### src/rtl/sdram_port_arbiter.sv
// rtl/sdram_port_arbiter.sv - round-robin multi-port front end that splits client words into SDRAM beats
module sdram_port_arbiter #(
  parameter int NUM_PORTS  = 4,
  parameter int SDRAM_DW   = 16,
  parameter int SDRAM_AW   = 23,
  parameter int PORT_DW    = 32,
  localparam int BEATS     = PORT_DW / SDRAM_DW,
  localparam int LOG_BEATS = $clog2(BEATS),
  localparam int PORT_AW   = SDRAM_AW - LOG_BEATS
) (
  input  logic                           clk,
  input  logic                           rst,
  input  logic [NUM_PORTS-1:0]           port_req,
  input  logic [NUM_PORTS-1:0]           port_rw,
  input  logic [NUM_PORTS*PORT_AW-1:0]   port_addr,
  input  logic [NUM_PORTS*PORT_DW-1:0]   port_wdata,
  output logic [PORT_DW-1:0]             port_rdata,
  output logic [NUM_PORTS-1:0]           port_done,
  output logic [NUM_PORTS-1:0]           grant,
  output logic                           busy,
  input  logic                           sdram_ready,
  output logic                           sdram_as,
  output logic                           sdram_rw,
  output logic [SDRAM_AW-1:0]            sdram_addr,
  output logic [SDRAM_DW-1:0]            sdram_data_write,
  input  logic [SDRAM_DW-1:0]            sdram_data_read,
  input  logic                           sdram_done
);

  localparam int IDX_W  = (NUM_PORTS > 1) ? $clog2(NUM_PORTS) : 1;
  localparam int BEAT_W = (LOG_BEATS > 0) ? LOG_BEATS : 1;

  typedef enum logic [1:0] {
    S_IDLE  = 2'd0,
    S_ISSUE = 2'd1,
    S_WAIT  = 2'd2,
    S_DONE  = 2'd3
  } state_t;

  state_t                 state_q, state_d;
  logic [IDX_W-1:0]       last_grant_q, last_grant_d;
  logic [IDX_W-1:0]       idx_q, idx_d;
  logic [BEAT_W-1:0]      beat_q, beat_d;
  logic [PORT_AW-1:0]     addr_q, addr_d;
  logic [PORT_DW-1:0]     wdata_q, wdata_d;
  logic [NUM_PORTS-1:0]   grant_q, grant_d;
  logic                   busy_q, busy_d;
  logic [NUM_PORTS-1:0]   port_done_q, port_done_d;
  logic                   sdram_rw_q, sdram_rw_d;
  logic [SDRAM_AW-1:0]    sdram_addr_q, sdram_addr_d;
  logic [SDRAM_DW-1:0]    sdram_data_write_q, sdram_data_write_d;
  logic [PORT_DW-1:0]     port_rdata_q, port_rdata_d;

  logic                   pick_found;
  logic [IDX_W-1:0]       pick_idx;
  logic [IDX_W-1:0]       cand;
  logic [PORT_AW-1:0]     pick_addr;
  logic [PORT_DW-1:0]     pick_wdata;
  logic [BEAT_W-1:0]      beat_nxt;

  // SDRAM beat address: client word address with the beat number as the low bits.
  function automatic logic [SDRAM_AW-1:0] beat_addr(input logic [PORT_AW-1:0] a,
                                                    input logic [BEAT_W-1:0]  b);
    logic [SDRAM_AW-1:0] r;
    r = SDRAM_AW'(a) << LOG_BEATS;
    if (LOG_BEATS > 0) begin
      r = r | SDRAM_AW'(b);
    end
    return r;
  endfunction

  // Round-robin pick: first requesting port strictly after the last one served.
  always_comb begin
    pick_found = 1'b0;
    pick_idx   = '0;
    cand       = '0;
    for (int k = 1; k <= NUM_PORTS; k++) begin
      cand = IDX_W'((int'(last_grant_q) + k) % NUM_PORTS);
      if (!pick_found && port_req[cand]) begin
        pick_found = 1'b1;
        pick_idx   = cand;
      end
    end
    pick_addr  = port_addr[int'(pick_idx)*PORT_AW +: PORT_AW];
    pick_wdata = port_wdata[int'(pick_idx)*PORT_DW +: PORT_DW];
  end

  // Transaction FSM: latch a winner, issue BEATS beats, reassemble reads, report completion.
  always_comb begin
    state_d            = state_q;
    last_grant_d       = last_grant_q;
    idx_d              = idx_q;
    beat_d             = beat_q;
    addr_d             = addr_q;
    wdata_d            = wdata_q;
    grant_d            = grant_q;
    port_done_d        = '0;
    sdram_rw_d         = sdram_rw_q;
    sdram_addr_d       = sdram_addr_q;
    sdram_data_write_d = sdram_data_write_q;
    port_rdata_d       = port_rdata_q;
    beat_nxt           = beat_q + 1'b1;

    case (state_q)
      S_IDLE: begin
        // Late sdram_done from an abandoned beat lands here and is dropped.
        if (pick_found) begin
          idx_d              = pick_idx;
          sdram_rw_d         = port_rw[pick_idx];
          addr_d             = pick_addr;
          wdata_d            = pick_wdata;
          beat_d             = '0;
          grant_d            = NUM_PORTS'(1) << pick_idx;
          sdram_addr_d       = beat_addr(pick_addr, '0);
          sdram_data_write_d = pick_wdata[SDRAM_DW-1:0];
          state_d            = S_ISSUE;
        end
      end
      S_ISSUE: begin
        if (sdram_ready) begin
          state_d = S_WAIT;
        end
      end
      S_WAIT: begin
        if (sdram_done) begin
          if (sdram_rw_q) begin
            port_rdata_d[int'(beat_q)*SDRAM_DW +: SDRAM_DW] = sdram_data_read;
          end
          if (beat_q == BEAT_W'(BEATS-1)) begin
            port_done_d = grant_q;
            state_d     = S_DONE;
          end else begin
            beat_d             = beat_nxt;
            sdram_addr_d       = beat_addr(addr_q, beat_nxt);
            sdram_data_write_d = wdata_q[int'(beat_nxt)*SDRAM_DW +: SDRAM_DW];
            state_d            = S_ISSUE;
          end
        end
      end
      S_DONE: begin
        last_grant_d = idx_q;
        grant_d      = '0;
        state_d      = S_IDLE;
      end
      default: begin
        state_d = S_IDLE;
      end
    endcase

    busy_d = (state_d != S_IDLE);
  end

  // State and output registers; reset abandons any in-flight beat.
  always_ff @(posedge clk or posedge rst) begin
    if (rst) begin
      state_q            <= S_IDLE;
      last_grant_q       <= IDX_W'(NUM_PORTS-1);
      idx_q              <= '0;
      beat_q             <= '0;
      addr_q             <= '0;
      wdata_q            <= '0;
      grant_q            <= '0;
      busy_q             <= 1'b0;
      port_done_q        <= '0;
      sdram_rw_q         <= 1'b0;
      sdram_addr_q       <= '0;
      sdram_data_write_q <= '0;
      port_rdata_q       <= '0;
    end else begin
      state_q            <= state_d;
      last_grant_q       <= last_grant_d;
      idx_q              <= idx_d;
      beat_q             <= beat_d;
      addr_q             <= addr_d;
      wdata_q            <= wdata_d;
      grant_q            <= grant_d;
      busy_q             <= busy_d;
      port_done_q        <= port_done_d;
      sdram_rw_q         <= sdram_rw_d;
      sdram_addr_q       <= sdram_addr_d;
      sdram_data_write_q <= sdram_data_write_d;
      port_rdata_q       <= port_rdata_d;
    end
  end

  // The strobe qualifies the registered ISSUE state with ready, so it is high
  // for exactly the one cycle in which the command is accepted.
  assign sdram_as         = (state_q == S_ISSUE) && sdram_ready;
  assign sdram_rw         = sdram_rw_q;
  assign sdram_addr       = sdram_addr_q;
  assign sdram_data_write = sdram_data_write_q;
  assign port_rdata       = port_rdata_q;
  assign port_done        = port_done_q;
  assign grant            = grant_q;
  assign busy             = busy_q;

endmodule

### config.mk
export PLATFORM = sky130hd
export DESIGN_NAME = sdram_port_arbiter
export DESIGN_NICKNAME = d
export VERILOG_FILES = /design/src/rtl/sdram_port_arbiter.sv
export SDC_FILE = /design/constraint.sdc
export NUM_CORES = 1
export LEC_CHECK = 0
export CORE_ASPECT_RATIO = 1.75
export CORE_MARGIN = 5
export CORE_UTILIZATION = 37
export CTS_CLUSTER_SIZE = 28
export DETAILED_ROUTE_END_ITERATION = 16
export GPL_ROUTABILITY_DRIVEN = 0
export PLACE_DENSITY_LB_ADDON = 0.15
export SYNTH_ARGS = -nofsm -noshare
export SYNTH_HDL_FRONTEND = slang
export SYNTH_SLANG_ARGS = --single-unit
### constraint.sdc
create_clock -name clk -period 4.85 [get_ports clk]
set_input_delay 0.7275 -clock clk [delete_from_list [all_inputs] [get_ports clk]]
set_output_delay 0.7275 -clock clk [all_outputs]
set_load 0.02 [all_outputs]
Yosys cells after proc, flatten, opt, wreduce, memory -nomap -nowiden
Index checks and enable logic that the tools add are counted.
{"block": "totals", "ff_bits": 142, "in_bits": 244, "out_inout_bits": 82, "elab_cells": 95}
{"block": "op_classes", "add_sub_neg": 6, "n_mul": 1, "order_cmp": 5, "eq_ne": 6, "shifts": 6, "mux": 41, "bitwise": 1, "reduce_logical": 16}
{"op": "variable part select 128 x 8 -> 32 bit", "n": 1}
{"op": "variable part select 88 x 8 -> 22 bit", "n": 1}
{"op": "2-to-1 mux 23 bit", "n": 3}
{"op": "2-to-1 mux 16 bit", "n": 3}
{"op": "one-hot mux 23 bit (2 select lines)", "n": 1}
{"op": "negator 5 -> 33 bit", "n": 1}
{"op": "variable shift 16 x 33 -> 32 bit (first input constant)", "n": 1}
{"op": "variable part select 16 x 33 -> 32 bit", "n": 1}
{"op": "bitwise mux 32 bit", "n": 1}
{"op": "one-hot mux 16 bit (2 select lines)", "n": 1}
{"op": "variable part select 32 x 6 -> 16 bit", "n": 1}
{"op": "bitwise OR 23 x 1 -> 23 bit", "n": 1}
{"op": "2-to-1 mux 2 bit", "n": 8}
{"op": "2-to-1 mux 4 bit", "n": 4}
{"op": "less-than comparator 2 x 3 -> 1 bit (second input constant)", "n": 5}
{"op": "2-to-1 mux 1 bit", "n": 12}
{"op": "binary-select mux 1 bit (select 2 bit)", "n": 5}
{"op": "one-hot mux 2 bit (4 select lines)", "n": 1}
{"op": "one-hot mux 4 bit (2 select lines)", "n": 1}
{"op": "multiplier 2 x 4 -> 6 bit (second input constant)", "n": 1}
{"op": "inequality test 2 bit (second input constant)", "n": 3}
{"op": "AND reduction 3 bit", "n": 2}
{"op": "nonzero test 2 bit", "n": 3}
{"op": "adder 2 x 1 -> 2 bit (second input constant)", "n": 2}
{"op": "11 further kinds", "n": 19}

Longest topological paths before layout
Gate-level depths: netlist (run 1).
{"block": "depth", "word_depth": 17, "depth_mapped": 9, "mapped_depth_nobuf": 5}

Least setup slack after synthesis (run 1)
No wires, ideal clock.
{"block": "synth_path", "path_kind": "input-to-reg", "startpoint": "input port_req[1]", "endpoint": "register sdram_data_write_q[0], in the netlist sdram_data_write[0]", "setup_ps": 126, "arrival_time_ps": 2007, "required_time_ps": 4724, "setup_slack_ps": 2717, "stages": 7, "path_buffers": 2, "cell_sequence": "a21o_1 -> a31oi_1 -> buf_4 -> buf_2 -> mux2i_1 -> mux2i_1 -> a221o_1"}
{"block": "synth_between", "elab_chain_len": 15, "word_cells_on_any_way": 27, "classes_between": "eq/ne (1); shift (1); mux (18); reduce/logical (7)"}
{"element": "from (decl)", "line_no": "13", "text": "input logic [NUM_PORTS-1:0] port_req,"}
{"element": "binary-select mux 1 bit (select 2 bit)", "line_no": "79", "text": "if (!pick_found && port_req[cand]) begin"}
{"element": "2-to-1 mux 1 bit (not written as such)", "line_no": "79"}
{"element": "2-to-1 mux 1 bit", "line_no": "79"}
{"element": "zero test 1 bit", "line_no": "79"}
{"element": "logical AND 1 bit", "line_no": "79"}
{"element": "2-to-1 mux 1 bit", "line_no": "79"}
{"element": "zero test 1 bit", "line_no": "79"}
{"element": "logical AND 1 bit", "line_no": "79"}
{"element": "2-to-1 mux 1 bit", "line_no": "79"}
{"element": "zero test 1 bit", "line_no": "79"}
{"element": "logical AND 1 bit", "line_no": "79"}
{"element": "2-to-1 mux 2 bit", "line_no": "79"}
{"element": "variable part select 128 x 8 -> 32 bit", "line_no": "85", "text": "pick_wdata = port_wdata[int'(pick_idx)*PORT_DW +: PORT_DW];"}
{"element": "2-to-1 mux 16 bit", "line_no": "107", "text": "if (pick_found) begin"}
{"element": "one-hot mux 16 bit (2 select lines)", "line_no": "104", "text": "case (state_q)"}
{"element": "to (signal assigned)", "line_no": "181", "text": "sdram_data_write_q <= sdram_data_write_d;"}
{"element": "to (decl)", "line_no": "51", "text": "logic [SDRAM_DW-1:0] sdram_data_write_q, sdram_data_write_d;"}
Several ways; a longest one is shown, not always the timed one. The select of a mux whose other input is x is not followed.
A chain may end at the register's enable or synchronous reset.

Final worst setup path (run 1)
{"block": "layout_path", "startpoint": "input port_req[0]", "endpoint": "register sdram_addr_q[13], in the netlist sdram_addr[13]"}
{"block": "layout_between", "elab_chain_len": 16, "word_cells_on_any_way": 28, "classes_between": "mul (1); eq/ne (1); shift (1); mux (18); reduce/logical (7)"}
{"element": "binary-select mux 1 bit (select 2 bit)", "line_no": "79"}
{"element": "2-to-1 mux 1 bit (not written as such)", "line_no": "79"}
{"element": "2-to-1 mux 1 bit", "line_no": "79"}
{"element": "zero test 1 bit", "line_no": "79"}
{"element": "logical AND 1 bit", "line_no": "79"}
{"element": "2-to-1 mux 1 bit", "line_no": "79"}
{"element": "zero test 1 bit", "line_no": "79"}
{"element": "logical AND 1 bit", "line_no": "79"}
{"element": "2-to-1 mux 1 bit", "line_no": "79"}
{"element": "zero test 1 bit", "line_no": "79"}
{"element": "logical AND 1 bit", "line_no": "79"}
{"element": "2-to-1 mux 2 bit", "line_no": "79"}
{"element": "multiplier 2 x 4 -> 6 bit", "line_no": "84", "text": "pick_addr = port_addr[int'(pick_idx)*PORT_AW +: PORT_AW];"}
{"element": "variable part select 88 x 8 -> 22 bit", "line_no": "84"}
{"element": "2-to-1 mux 23 bit", "line_no": "107"}
{"element": "one-hot mux 23 bit (2 select lines)", "line_no": "104"}
{"element": "to (signal assigned)", "line_no": "180", "text": "sdram_addr_q <= sdram_addr_d;"}
{"element": "to (decl)", "line_no": "50", "text": "logic [SDRAM_AW-1:0] sdram_addr_q, sdram_addr_d;"}
Several ways; a longest one is shown, not always the timed one. The select of a mux whose other input is x is not followed.

==> summary.md, run 1 <==
| Metric | Value |
|---|---|
| Fin util | 58.8% |
| Crit-path cells | clkdlybuf4s50_1 > nor4_1 > or3_4 > nand2_1 > a31oi_1 > o21ai_1 |
| # setup viols final | 0 |
| Final Slew Violations | 0 |
| Starting Density | 37.3% |
| PortBufs | 325 |
| First-pass GRT wire length | 34.4 mm |
| Slowest CP cell | nor4_1 |
| Syn Area/Cell | 10.8 um2 |
| Worst Path Arrival | 3320 ps |
| Internal power | 3.82 mW |
| Worst flop-to-flop path endpoint | port_rdata[14]$_DFFE_PP0P_ |
| Clock Skews | 6.21 ps |
| EDFF count, synth | 0 |
| Unrepaired setup endpoints after global routing | no |
| Comb power frac | 49.8% |
| Top achievable clock speed | 0.330 GHz |
| CTS tree | done |
| Critical path depth in cells | 6 |
| Post-CTS Hold Fix Bufs | 0 |
| Area grow syn2layout | 57.6% |
| Status | finished, final reports clean |
| Top FF cell, synth | dfrtp_1 |
| Period Utilization, post-route | 62.5% |
| CP Launch Point | port_req[0] |
| Leak | 4.62 nW |
| Setup TNS | 0 ps |
| Final Hold Viols | 0 |
| Clock group share of total power | 21.1% |
| Post-synthesis sequential area ratio | 45.7% |
| Sw Pwr | 2.37 mW |
| PD cells | 570 nW/um2 |
| Top delay family on crit path | simple AND/OR/NAND/NOR gates |
| Initial antenna violation count | 0 |
| Synth Cell Area | 6900 um2 |
| Cell variety after synth | 38 |
| Drt first pass iters | 4 |
| R2r worst-path depth | 6 |
| Final std cells w/o fill | 1189 |
| CTS clk-pin slew, worst paths | 60 ps |
| DR vias | 6054 |
| Largest net degree at the start of global routing | 118 |
| Clock buffer count from CTS | 17 |
| Slowest stage delay, CP | 650 ps |
| CP bufs+invs | 1 |
| Core area | 18500 um2 |
| Tmin final | 3030 ps |
| ANT cells | 0 |
| Postcts setup bufs | 0 |
| CP endpoint | sdram_addr[13]$_DFFE_PP0P_ |
| Worst setup slack after layout | 1820 ps |
| Mapped Nets | 882 |
| MaxCap Viol Count | 0 |
| Setup WS pre-CTS | 1380 ps |
| Critical path class | in2reg |
| Flop2flop setup slack | 2250 ps |
| IO Count | 326 |
| Routed vias/inst | 5.09 |
| FFs w/ async S/R, synth | 100% |
| Flop pwr share | 29.0% |
| FP Rows | 66 |
| Layout Nets | 1183 |
| CTS root buffer | clkbuf_16 |
| Die extent in x | 113 um |
| Layout cell share with drive strength beyond 1 | 12.0% |
| Number of routed nets with antenna violations | 0 |
| Final wirelength | 22.7 mm |
| CTS Sinks | 126 |
| # DRC | 0 |
| Worst Tran Pin Value | 1120 ps |
| H-tree depth | 4 |
| Critical path peak fanout | 30 |
| FF+latch count, synth | 126 |
| Synth Warn # | 0 |
| DP Area | 10300 um2 |
| Sw frac | 38.3% |
| Gr ovfl total | 0 |
| Req. time, crit path | 5130 ps |
| Slew HR | 25.3% |
| Post-CTS sizing | 0 |
| Clock buffer depth | 2 |
| Die Y-Extent | 191 um |
| Final instance area | 10900 um2 |
| WL/cell | 19.1 um |
| Worst setup SP type | input port |
| Peak VDD IR | 0.476 mV |
| Number of global-route vias before repair | 6059 |
| Worst Setup End Kind | flip-flop |
| Die area | 21600 um2 |
| Cells after synthesis | 638 |
| HP Class | reg2reg |
| DR iter-0 viols | 224 |
| DP HPWL | 17.2 mm |
| Worst r2r src | state_q[1]$_DFF_PP0_ |
| Clk_lat worst skew | 420 ps |
| Total GRT Usage | 20.7% |
| Placed cells | 1158 |
[layout by cell type (no fill, tap or decap), types with 3 or more instances in the layout]
master             n
clkinv_4           4
a211oi_1          34
bufinv_16          3
o21ai_0            8
o31ai_1           17
nand2_1           53
dfrtp_1          124
o21ai_1           45
a31oi_1           22
clkbuf_16         17
clkdlybuf4s50_1  325
and2_1            20
and3_1            22
buf_4             10
nand2b_1           3
inv_1              3
mux2_2            56
a221o_1           16
clkinvlp_4         3
nor2b_1           35
nor2_1             7
mux2i_1           93
[registers in the layout (all words and copies together), names as in the netlist]
name	cells
addr_q	22
beat_q	1
busy	1
grant	4
idx_q	2
last_grant_q	2
port_done	4
port_rdata	32
sdram_addr	23
sdram_data_write	16
sdram_rw	1
state_q	2
wdata_q	16
[area by class of cell]
class                      count  area, um2
clock buffer                  18        439
timing repair buffer         336       3350
clock inverter                13        166
fill                        1623       7630
sequential                   126       3160
inverter                       4       20.0
multi-input combinational    454       3440
tap                          238        298
[layer usage]
| metal | wire, um | share of wire (%) | vias up | track usage, % |
|---|---|---|---|---|
| met1 | 8220 | 36 | 2841 | 22.1 |
| li1 | - | - | 2944 | - |
| met2 | 12300 | 54 | 250 | 38.7 |
| met4 | 344 | 1.5 | 0 | 5.83 |
| met5 | 0 | 0 | - | 0 |
| met3 | 1790 | 7.9 | 19 | 6.29 |
[tightest hold or removal path: cells and delay by family, from the launching register on]
kind / cells / cell delay [ps]
DFF: 1 / 330
AOI/OAI and AO/OA: 1 / 50
and+or+nand+nor: 1 / 50
[cell families after synthesis]
group	after synthesis	share of synthesized area (%)
AND/OR/NAND/NOR	153	11.8
multiplexers	149	22.6
flip-flops	126	45.7
AO/OA/AOI/OAI	152	15.0
buffers and inverters	58	4.79
[how the worst min path moves through the flow]
stage	endpoint	from	slack, ps	cells past startpoint
3_5_place_dp	wdata_q[21]$_DFFE_PP0P_	wdata_q[21]$_DFFE_PP0P_	460	2
2_1_floorplan	wdata_q[16]$_DFFE_PP0P_	wdata_q[16]$_DFFE_PP0P_	440	2
6_report	wdata_q[21]$_DFFE_PP0P_	wdata_q[21]$_DFFE_PP0P_	470	2
3_3_place_gp	wdata_q[27]$_DFFE_PP0P_	wdata_q[27]$_DFFE_PP0P_	450	2
4_1_cts	wdata_q[20]$_DFFE_PP0P_	wdata_q[20]$_DFFE_PP0P_	470	2
5_1_grt	wdata_q[27]$_DFFE_PP0P_	wdata_q[27]$_DFFE_PP0P_	490	2
[per-stage QoR]
step | hold WS, ps | total power, mW
2_1_floorplan | 440 | 3.79
3_3_place_gp | 454 | 4.90
3_5_place_dp | 458 | 4.95
4_1_cts | 471 | 6.29
5_1_grt | 492 | 6.61
6_report | 466 | 6.19
[synth_stat cells, types with 3 or more instances]
cell type	number	share of area (%)
buf_4	8	0.87
dfrtp_1	124	45
nor2b_1	36	3.3
a211oi_1	34	3.7
o31ai_1	17	1.9
clkbuf_1	20	1.1
a31oi_1	23	2.1
buf_6	8	1.3
inv_1	4	0.22
a221o_1	16	2.3
and3_1	22	2.0
mux2i_1	93	13
and2_1	20	1.8
mux2_2	56	9.1
o21ai_1	45	3.3
buf_2	18	1.3
nand2b_1	3	0.27
o21ai_0	8	0.58
nor2_1	7	0.38
nand2_1	53	2.9
[power groups by stage]
| stage | clock, mW | sequential (mW) | combinational, mW |
|---|---|---|---|
| finish | 1.31 | 1.80 | 3.09 |
| global route | 1.38 | 1.86 | 3.37 |
| CTS | 1.34 | 1.80 | 3.14 |
| detailed placement | 0 | 1.81 | 3.13 |
| global placement | 0 | 1.81 | 3.10 |
| floorplan | 0 | 2.07 | 1.72 |
Power figures use the tool's default switching activity.
==> run 2: changes to the inputs <==
==> constraint.sdc (replaced) <==
create_clock -name clk -period 3.15 [get_ports clk]
set_input_delay 0.4725 -clock clk [delete_from_list [all_inputs] [get_ports clk]]
set_output_delay 0.4725 -clock clk [all_outputs]
set_load 0.02 [all_outputs]
==> run 2 against run 1 <==
Combinational power up 59%. Cell count increased by 1.1%. Wire length up 0.38%. Sequential share of layout area shrank 0.42 points. Clock power grew 56%. Hold slack got worse by 0.72 ps. Cell area grew 1.5%. Sequential power is 53% higher. Largest power group unchanged. Critical path depth shrank 3.
==> summary.md, run 2 (same netlist as run 1, synthesis figures left out) <==
| Metric | Value |
|---|---|
| Clock buffer depth | 2 |
| Final wirelength | 22.7 mm |
| Post-CTS Hold Fix Bufs | 0 |
| Number of routed nets with antenna violations | 0 |
| Clk_lat worst skew | 410 ps |
| Clock Skews | 10.5 ps |
| Drt first pass iters | 4 |
| WL/cell | 18.9 um |
| Hold Path End | wdata_q[25]$_DFFE_PP0P_ |
| Worst hold margin | 465 ps |
| FP Rows | 66 |
| Die extent in x | 113 um |
| PortBufs | 325 |
| Initial antenna violation count | 1 |
| Clock buffer count from CTS | 17 |
| DR vias | 6102 |
| Worst setup SP type | flip-flop |
| Setup TNS | 0 ps |
| Peak VDD IR | 0.492 mV |
| Fillers | 1616 |
| Worst r2r src | last_grant_q[1]$_DFFE_PP1P_ |
| Top achievable clock speed | 0.436 GHz |
| Most common cell after layout, fill and taps aside | clkdlybuf4s50_1 |
| Postcts setup bufs | 0 |
| # DRC | 0 |
| Slew HR | 53.2% |
| Largest register FFs | 32 |
| DR iter-0 viols | 176 |
| CTS Sinks | 126 |
| CTS root buffer | clkbuf_16 |
| Worst Path Arrival | 1820 ps |
| CTS tree | done |
| Critical path class | reg2out |
| Slowest stage delay, CP | 640 ps |
| Unrepaired setup endpoints after global routing | no |
| IO Count | 326 |
| Total GRT Usage | 20.7% |
| DP HPWL | 17.1 mm |
| Gr ovfl total | 0 |
| Multi-input logic area | 3440 um2 |
| R2r worst-path depth | 6 |
| Hold path depth | 2 |
| H-tree depth | 4 |
| Status | finished, final reports clean |
| FF+latch area | 3160 um2 |
| Critical path peak fanout | 11 |
| First-pass GRT wire length | 35.1 mm |
| Final Hold Viols | 0 |
| Worst flop-to-flop path endpoint | sdram_data_write[10]$_DFFE_PP0P_ |
| Core area | 18500 um2 |
| Req. time, crit path | 2680 ps |
| Post-CTS sizing | 0 |
| Slowest CP cell | clkdlybuf4s50_1 |
| HP Class | reg2reg |
| Flop2flop setup slack | 950 ps |
| Final Slew Violations | 0 |
| Layout cell share with drive strength beyond 1 | 12.9% |
| Final instance area | 11000 um2 |
| Hold Crit Start | wdata_q[25]$_DFFE_PP0P_ |
| MaxCap Viol Count | 0 |
| Leak | 4.70 nW |
| Largest net degree at the start of global routing | 127 |
| Worst Setup End Kind | output port |
| Crit-path cells | nand2_1 > nor2_1 > clkdlybuf4s50_1 |
| Number of global-route vias before repair | 6450 |
| Starting Density | 37.3% |
| Die Y-Extent | 191 um |
| Layout Nets | 1193 |
| # setup viols final | 0 |
| Routed vias/inst | 5.08 |
| Commonest cells after routing, fill and taps aside | clkdlybuf4s50_1 (325), dfrtp_1 (124), mux2i_1 (93) |
| DP Area | 10400 um2 |
| Period Utilization, post-route | 72.9% |
| Tmin final | 2300 ps |
| CTS clk-pin slew, worst paths | 60 ps |
| Die area | 21600 um2 |
| Worst Tran Pin Value | 702 ps |
| PD cells | 880 nW/um2 |
| Area grow syn2layout | 59.9% |
==> run 2: cell types whose count changed in the layout (fill, tap and decap cells not counted) <==
cell | before | now
buf_12 | 1 | 7
buf_4 | 10 | 14
diode_2 | 0 | 2
clkbuf_1 | 0 | 1
clkbuf_8 | 1 | 0
clkinv_2 | 2 | 1
inv_6 | 2 | 3
inv_8 | 0 | 1
==> run 2: area by class of cell <==
class,count,area share [%]
Antenna cell,2,0.0454
Clock buffer,18,3.89
Clock inverter,14,1.66
Inverter,4,0.170
Multi-Input combinational cell,454,31.2
Sequential cell,126,28.6
Tap cell,238,2.70
Timing Repair Buffer,346,31.7
==> run 2: worst max path at each step <==
| stage | start | end | cells past startpoint |
|---|---|---|---|
| final | state_q[0]$_DFF_PP0_ | sdram_as | 3 |
| after global routing | state_q[0]$_DFF_PP0_ | sdram_as | 3 |
| after CTS | state_q[0]$_DFF_PP0_ | sdram_as | 3 |
| after detailed placement | port_req[2] | addr_q[0]$_DFFE_PP0P_ | 7 |
| after global placement | port_req[2] | addr_q[0]$_DFFE_PP0P_ | 7 |
| after floorplan | rst | addr_q[0]$_DFFE_PP0P_ | 1 |
==> run 2: through the flow <==
stage | util [%] | setup slack [ps] | power [mW] | cells
2_1_floorplan | - | 1130 | 5.84 | 638
3_3_place_gp | 56.3 | 516 | 7.67 | 1168
3_5_place_dp | 56.3 | 482 | 7.75 | 1168
4_1_cts | 59.6 | 823 | 9.85 | 1200
5_1_grt | 59.6 | 735 | 10.3 | 1201
6_report | 59.6 | 854 | 9.71 | 1202
==> run 2: worst max-delay path, delay by kind of cell, from the launching register on <==
family,cells,cell delay [ps]
buf+inv,1,640
flops,1,560
simple gates,2,210
==> run 2: per-layer routing <==
| metal | vias to the layer above | track usage (%) | part of all wire, % |
|---|---|---|---|
| met4 | 0 | 6.99 | 2.1 |
| li1 | 2959 | - | - |
| met2 | 239 | 38.8 | 54 |
| met1 | 2876 | 22.7 | 38 |
| met5 | - | 0 | 0 |
| met3 | 28 | 4.67 | 6.4 |
==> run 2: report_power, final <==
group	internal, mW	total, mW	switching [mW]	leakage, nW
logic	2.40	4.91	2.50	2.83
clock network	1.26	2.05	0.786	0.293
registers	2.35	2.76	0.404	1.58
